<file path="config.mk">
export PLATFORM = sky130hd
export DESIGN_NAME = arb_multi
export DESIGN_NICKNAME = d
export VERILOG_FILES = /design/src/rtl/arb_multi.sv
export SDC_FILE = /design/constraint.sdc
export NUM_CORES = 1
export LEC_CHECK = 0
export ABC_AREA = 1
export BUFFER_PORTS_ARGS = -buffer_cell sky130_fd_sc_hd__buf_2
export CAP_MARGIN = 40
export CORE_MARGIN = 2
export CORE_UTILIZATION = 25
export DETAILED_ROUTE_END_ITERATION = 6
export PLACE_DENSITY = 0.6
export SLEW_MARGIN = 20
export SYNTH_ARGS = -nofsm -noshare
export SYNTH_HDL_FRONTEND = slang
export SYNTH_SLANG_ARGS = --single-unit
</file>
<file path="constraint.sdc">
create_clock -name clk -period 3.51 [get_ports clk]
set_input_delay 0 -clock clk [delete_from_list [all_inputs] [get_ports clk]]
set_output_delay 0 -clock clk [all_outputs]
set_load 0.01 [all_outputs]
</file>
<file path="src/rtl/arb_multi.sv">
// arb_multi: N-channel memory request arbiter with read-tag pool.
// Grants one channel per cycle (fixed priority or round-robin), tags reads
// from a pool of live entries, registers the request toward memory and
// routes tagged responses back to the owning channel. A per-channel flush
// marks that channel's in-flight reads as dropped so their responses
// surface as orphans instead of being delivered.
module arb_multi #(
  parameter int N_CH       = 2,
  parameter int PA_WIDTH   = 32,
  parameter int LINE_BYTES = 16,
  parameter int ID_WIDTH   = 4,
  parameter int MAX_OUT    = 8,
  parameter int RR_MODE    = 1
) (
  input  logic                                   clk,
  input  logic                                   rst,
  input  logic [N_CH-1:0]                        i_req_enable,
  input  logic [N_CH-1:0][PA_WIDTH-1:0]          i_req_addr,
  input  logic [N_CH-1:0][LINE_BYTES*8-1:0]      i_req_data,
  input  logic [N_CH-1:0]                        i_req_write,
  input  logic [N_CH-1:0]                        i_flush_ch,
  output logic [N_CH-1:0]                        o_req_grant,
  output logic [ID_WIDTH-1:0]                    o_req_id,
  output logic                                   o_mem_enable,
  output logic                                   o_mem_write,
  output logic [PA_WIDTH-1:0]                    o_mem_addr,
  output logic [LINE_BYTES*8-1:0]                o_mem_data,
  output logic [ID_WIDTH-1:0]                    o_mem_id,
  input  logic                                   i_mem_full,
  input  logic                                   i_resp_enable,
  input  logic [ID_WIDTH-1:0]                    i_resp_id,
  output logic [N_CH-1:0]                        o_resp_valid,
  output logic                                   o_resp_orphan,
  output logic [N_CH-1:0][$clog2(MAX_OUT):0]     o_outstanding
);

  localparam int CH_W = (N_CH > 1) ? $clog2(N_CH) : 1;
  localparam int TW   = (MAX_OUT > 1) ? $clog2(MAX_OUT) : 1;
  localparam int CW   = $clog2(MAX_OUT) + 1;

  // Tag table and arbitration state
  logic [MAX_OUT-1:0]            live_r;
  logic [MAX_OUT-1:0]            dropped_r;
  logic [MAX_OUT-1:0][CH_W-1:0]  owner_r;
  logic [CH_W-1:0]               rr_ptr_r;

  logic                          free_exists_s;
  logic [TW-1:0]                 free_idx_s;
  logic [N_CH-1:0]               elig_s;
  logic                          grant_any_s;
  logic [CH_W-1:0]               grant_idx_s;
  logic                          alloc_s;
  logic                          resp_in_range_s;
  logic [TW-1:0]                 resp_idx_s;
  logic                          resp_live_s;
  logic                          orphan_next_s;

  // Candidate channel examined at search step k (rotated after rr_ptr in RR mode)
  function automatic logic [CH_W-1:0] cand_idx(input logic [CH_W-1:0] ptr, input int k);
    int t;
    if (RR_MODE != 0) t = (int'(ptr) + 32'sd1 + k) % N_CH;
    else              t = k;
    return CH_W'(t);
  endfunction

  // Lowest-index free tag, taken from the registered live bits
  always_comb begin
    free_exists_s = 1'b0;
    free_idx_s    = '0;
    for (int k = MAX_OUT - 1; k >= 0; k--) begin
      if (!live_r[k]) begin
        free_exists_s = 1'b1;
        free_idx_s    = TW'(k);
      end else begin
        free_exists_s = free_exists_s;
      end
    end
  end

  // Eligibility and single-winner grant selection
  always_comb begin
    grant_any_s = 1'b0;
    grant_idx_s = '0;
    for (int c = 0; c < N_CH; c++) begin
      elig_s[c] = i_req_enable[c] && !i_mem_full && !i_flush_ch[c] &&
                  (i_req_write[c] || free_exists_s);
    end
    for (int k = 0; k < N_CH; k++) begin
      if (!grant_any_s && elig_s[cand_idx(rr_ptr_r, k)]) begin
        grant_any_s = 1'b1;
        grant_idx_s = cand_idx(rr_ptr_r, k);
      end else begin
        grant_any_s = grant_any_s;
      end
    end
    alloc_s     = grant_any_s && !i_req_write[grant_idx_s];
    o_req_grant = '0;
    o_req_id    = '0;
    if (grant_any_s) begin
      o_req_grant[grant_idx_s] = 1'b1;
      o_req_id = free_exists_s ? ID_WIDTH'(free_idx_s) : '0;
    end else begin
      o_req_id = '0;
    end
  end

  // Response lookup: out-of-range ids are never live
  always_comb begin
    resp_in_range_s = ({1'b0, i_resp_id} < (ID_WIDTH+1)'(MAX_OUT));
    resp_idx_s      = resp_in_range_s ? i_resp_id[TW-1:0] : '0;
    resp_live_s     = i_resp_enable && resp_in_range_s && live_r[resp_idx_s];
    orphan_next_s   = i_resp_enable && (!resp_live_s || dropped_r[resp_idx_s]);
    for (int c = 0; c < N_CH; c++) begin
      o_resp_valid[c] = resp_live_s && !dropped_r[resp_idx_s] &&
                        (owner_r[resp_idx_s] == CH_W'(c));
    end
  end

  // Per-channel count of live, non-dropped reads
  always_comb begin
    for (int c = 0; c < N_CH; c++) begin
      o_outstanding[c] = '0;
      for (int k = 0; k < MAX_OUT; k++) begin
        if (live_r[k] && !dropped_r[k] && (owner_r[k] == CH_W'(c))) begin
          o_outstanding[c] = o_outstanding[c] + CW'(1);
        end else begin
          o_outstanding[c] = o_outstanding[c];
        end
      end
    end
  end

  // Tag table update: allocate, free on response, mark dropped on flush
  always_ff @(posedge clk) begin
    if (!rst) begin
      live_r    <= '0;
      dropped_r <= '0;
      owner_r   <= '0;
    end else begin
      for (int k = 0; k < MAX_OUT; k++) begin
        if (alloc_s && (free_idx_s == TW'(k))) begin
          live_r[k]    <= 1'b1;
          owner_r[k]   <= grant_idx_s;
          dropped_r[k] <= 1'b0;
        end else if (resp_live_s && (resp_idx_s == TW'(k))) begin
          live_r[k]    <= 1'b0;
        end else if (live_r[k] && i_flush_ch[owner_r[k]]) begin
          dropped_r[k] <= 1'b1;
        end
      end
    end
  end

  // Round-robin pointer follows the last granted channel
  always_ff @(posedge clk) begin
    if (!rst) begin
      rr_ptr_r <= CH_W'(N_CH - 1);
    end else if (grant_any_s) begin
      rr_ptr_r <= grant_idx_s;
    end
  end

  // Registered memory request port; payload holds when nothing is granted
  always_ff @(posedge clk) begin
    if (!rst) begin
      o_mem_enable <= 1'b0;
      o_mem_write  <= 1'b0;
      o_mem_addr   <= '0;
      o_mem_data   <= '0;
      o_mem_id     <= '0;
    end else if (grant_any_s) begin
      o_mem_enable <= 1'b1;
      o_mem_write  <= i_req_write[grant_idx_s];
      o_mem_addr   <= i_req_addr[grant_idx_s];
      o_mem_data   <= i_req_data[grant_idx_s];
      o_mem_id     <= o_req_id;
    end else begin
      o_mem_enable <= 1'b0;
    end
  end

  // Orphan pulse for responses whose tag is dead or dropped
  always_ff @(posedge clk) begin
    if (!rst) begin
      o_resp_orphan <= 1'b0;
    end else begin
      o_resp_orphan <= orphan_next_s;
    end
  end

endmodule

</file>
==> impl_results.md <==
* Status: finished with violations
* Failing checks: negative setup slack
* Die width at 200.7 um
* Synth Register Bits at 191
* CP max FO at 10
* P_int at 3.941 mW
* Die H at 200.7 um
* Starting Density at 0.2515
* Post-Layout Cell Count at 2784
* # DRC at 0
* # Max-Cap Violations at 0
* Tmin final at 3.607 ns
* Final Wtd Congestion at 0.8863
* Part of the Yosys area used for sequential elements at 0.3952
* Clock transition at path regs at 0.07 ns
* Mapped Area at 0.009676 mm2
* Most used DFF post-synth: dfxtp_1
* Sw Ratio at 0.2876
* Actual slew at the worst max-slew pin at 0.8574 ns
* Post-Synth Simple-Gate Area at 0.2899
* Asr flop ratio synth at 0
* Clock share of power at 0.359
* Die area at 0.04029 mm2
* First-pass GRT wire length at 71660 um
* Share of layout cells above drive strength 1 at 0.3227
* Yosys warning total at 0
* Switch Pwr at 1.591 mW
* Setup TNS at -0.4645 ns
* Setup repair after global routing missed its margin: true
* Max Freq at 0.2772 GHz
* Adder-cell share of the synthesized area at 0.02069
* Synth Area in Compound Gates at 0.2098
* Setup ws final at -0.09712 ns
* Overall Power at 5.533 mW
* Antenna Nets Post-Route at 0
* Wire per inst at 16.79 um
* Sink Count at 191
* Core area at 0.03847 mm2
* Gate Count Post-Synth at 1416
* Largest net degree at the start of global routing at 162
* Final Max Slew Viols at 0
* Max H-tree Level at 4
* Area after DPL at 0.01267 mm2
* Dpl hpwl at 29600 um
* Vias at 13640
* Ports at 517
* Multiplexer area fraction after synthesis at 0.001035
* CTS tree: built
* Cells after DPL at 2369
* Worst Skew at 0.01472 ns
* Kind of critical path: reg2out
* Synthesis-to-layout area growth at 79.57%
* WL final at 46760 um
* Final net count at 2603
* Initial antenna violation count at 1
* P_leak at 8.297 nW
* EDFF count, synth at 0
* DRT iter0 DRCs at 990
* Cell Rows at 72
* Crit path capture type: output port
* Post-Synth XOR/XNOR Area at 0.001810
* Tot GR Track Use at 0.2220
* Most frequent cells in the layout: 513 x buf_2, 330 x dlygate4sd3_1, 229 x o21ai_0
* Final hold violations at 0
* DRT Pass-1 Iters at 6
* Distinct cells, synth at 44
* Worst Path Required at 3.51 ns
* Setup Viol. Count Final at 6
* Max-Slew Margin vs Limit at 0.4284
* Combinational power share at 0.215
* Post-Layout Inst Area at 0.01737 mm2
* Gr ovfl total at 0
* Hold Crit Class: in2reg
* Worst path arrival time at 3.61 ns
* # fillers at 3783
* CP startpoint kind: flip-flop
* Peak VDD IR at 0.3585 mV
* Clk root buf: clkbuf_16
* Number of vias per cell at 4.898
* IO Port Bufs at 514
* Vias in the first global route at 13660
* Cell area power density at 318.5 mW/mm2
* Clk Latency, worst-skew pair at 0.47 ns
* CTS max path bufs at 2
* Sequential power share at 0.425
* Cts bufs inserted at 17
* Syn_area_per_cell at 6.833 um2
* Most common cell after layout, fill and taps aside: buf_2
* Largest family of logic cells by synthesized area: simple AND/OR/NAND/NOR gates
* Fin crit share at 1.028
-- registers in the layout, summed over array words and instances (netlist names) --
register and flops:
rr_ptr_r 1, dropped_r 8, o_resp_orphan 1, o_mem_addr 32, live_r 8, owner_r 8, o_mem_id 3, o_mem_data 128
o_mem_write 1, o_mem_enable 1
-- layout make-up --
class	instances	area, um2	share of cell area
Antenna cell	1	2.502	0.0001440
Clock buffer	22	474.2	0.02729
Clock inverter	9	100.1	0.005761
Inverter	95	371.6	0.02139
Multi-Input combinational cell	1037	5463	0.3144
Sequential cell	191	3836	0.2208
Tap cell	518	648.1	0.03730
Timing Repair Buffer	911	6479	0.3729
-- final timing paths --
check	startpoint	end	slack (ns)	depth (start not counted)
max	live_r[2]$_SDFFE_PN0P_	o_outstanding[7]	-0.1	22
min	i_resp_id[3]	live_r[4]$_SDFFE_PN0P_	0.10	5
max reg2reg	live_r[0]$_SDFFE_PN0P_	live_r[6]$_SDFFE_PN0P_	0.16	22
min reg2reg	o_mem_id[0]$_SDFFE_PN0P_	o_mem_id[0]$_SDFFE_PN0P_	0.47	2
-- timing repair --
| action | CTS | global route |
|---|---|---|
| gates resized for setup | 66 | 38 |
| buffers inserted | 38 | 17 |
| endpoints found under the setup margin | 6 | 10 |
| hold buffers | 330 | 0 |
| pin swaps | 41 | 29 |
| hold endpoints to repair | 173 | 0 |
-- cells by family (layout without fill, tap and decap cells) --
logic type / Yosys count / count (layout)
mux: 1 / 1
fa+ha+maj: 16 / 16
buf+inv: 189 / 1037
compound gates: 392 / 392
xor+xnor: 2 / 2
other cells: 1 / 3
simple gates: 624 / 624
flops: 191 / 191
-- per-layer routing --
layer	routed length [um]	track usage	vias up
met5	0	0	-
met2	22890	0.3849	662
met1	17440	0.2419	6360
met4	3170	0.1426	0
met3	3264	0.05568	168
li1	-	-	6445
-- power groups by stage --
stage | Clock, mW | Sequential (mW) | Combinational, mW
finish | 1.99 | 2.35 | 1.19
global route | 2.12 | 2.36 | 1.28
CTS | 2.02 | 2.35 | 1.14
detailed placement | 0 | 2.40 | 0.812
global placement | 0 | 2.39 | 0.804
floorplan | 0 | 2.45 | 0.318
-- worst max-delay path, stage by stage (launching register included) --
cell and delay, ns:
dfxtp_1 0.65, nand3_2 0.24, nand2_1 0.17, nand2_1 0.11
nand2_2 0.09, nand3_2 0.08, nand2_2 0.11, ha_4 0.20
nand2_2 0.06, a21boi_4 0.19, inv_1 0.07, nand2_1 0.09
nand3_2 0.10, nand2_4 0.11, ha_4 0.21, or2_4 0.22
nand2_2 0.06, nor2_1 0.04, nand2_1 0.05, nand3_1 0.06
nand2_1 0.06, inv_1 0.03, buf_2 0.12
-- cell usage after synthesis (all sizes together) (2+ instances only) --
library cell | n | area (um2)
a21oi | 25 | 125.1
a22oi | 2 | 15.01
a31oi | 2 | 12.51
and2 | 2 | 12.51
and3 | 2 | 12.51
buf | 51 | 262.8
clkbuf | 43 | 161.4
clkinv | 3 | 16.27
dfxtp | 191 | 3824
ha | 16 | 200.2
inv | 92 | 345.3
nand2 | 169 | 691.9
nand3 | 214 | 1101
nand4 | 9 | 62.56
nor2 | 209 | 797.0
nor3 | 12 | 80.08
nor3b | 3 | 22.52
o2111ai | 4 | 35.03
o21ai | 350 | 1774
o221ai | 2 | 17.52
o22ai | 3 | 18.77
or2 | 4 | 25.02
xor2 | 2 | 17.52
-- per-stage QoR --
stage	setup WS [ns]	hold WS, ns	util
5_1_grt	-0.3325	0.1206	0.4516
6_report	-0.09712	0.1001	0.4517
3_5_place_dp	-0.001497	0.2528	0.3294
3_3_place_gp	0.09626	0.2466	0.3294
2_1_floorplan	0.2488	0.1227	-
4_1_cts	-0.04474	0.05639	0.4449
No activity file was read; power rests on OpenSTA's default activity.
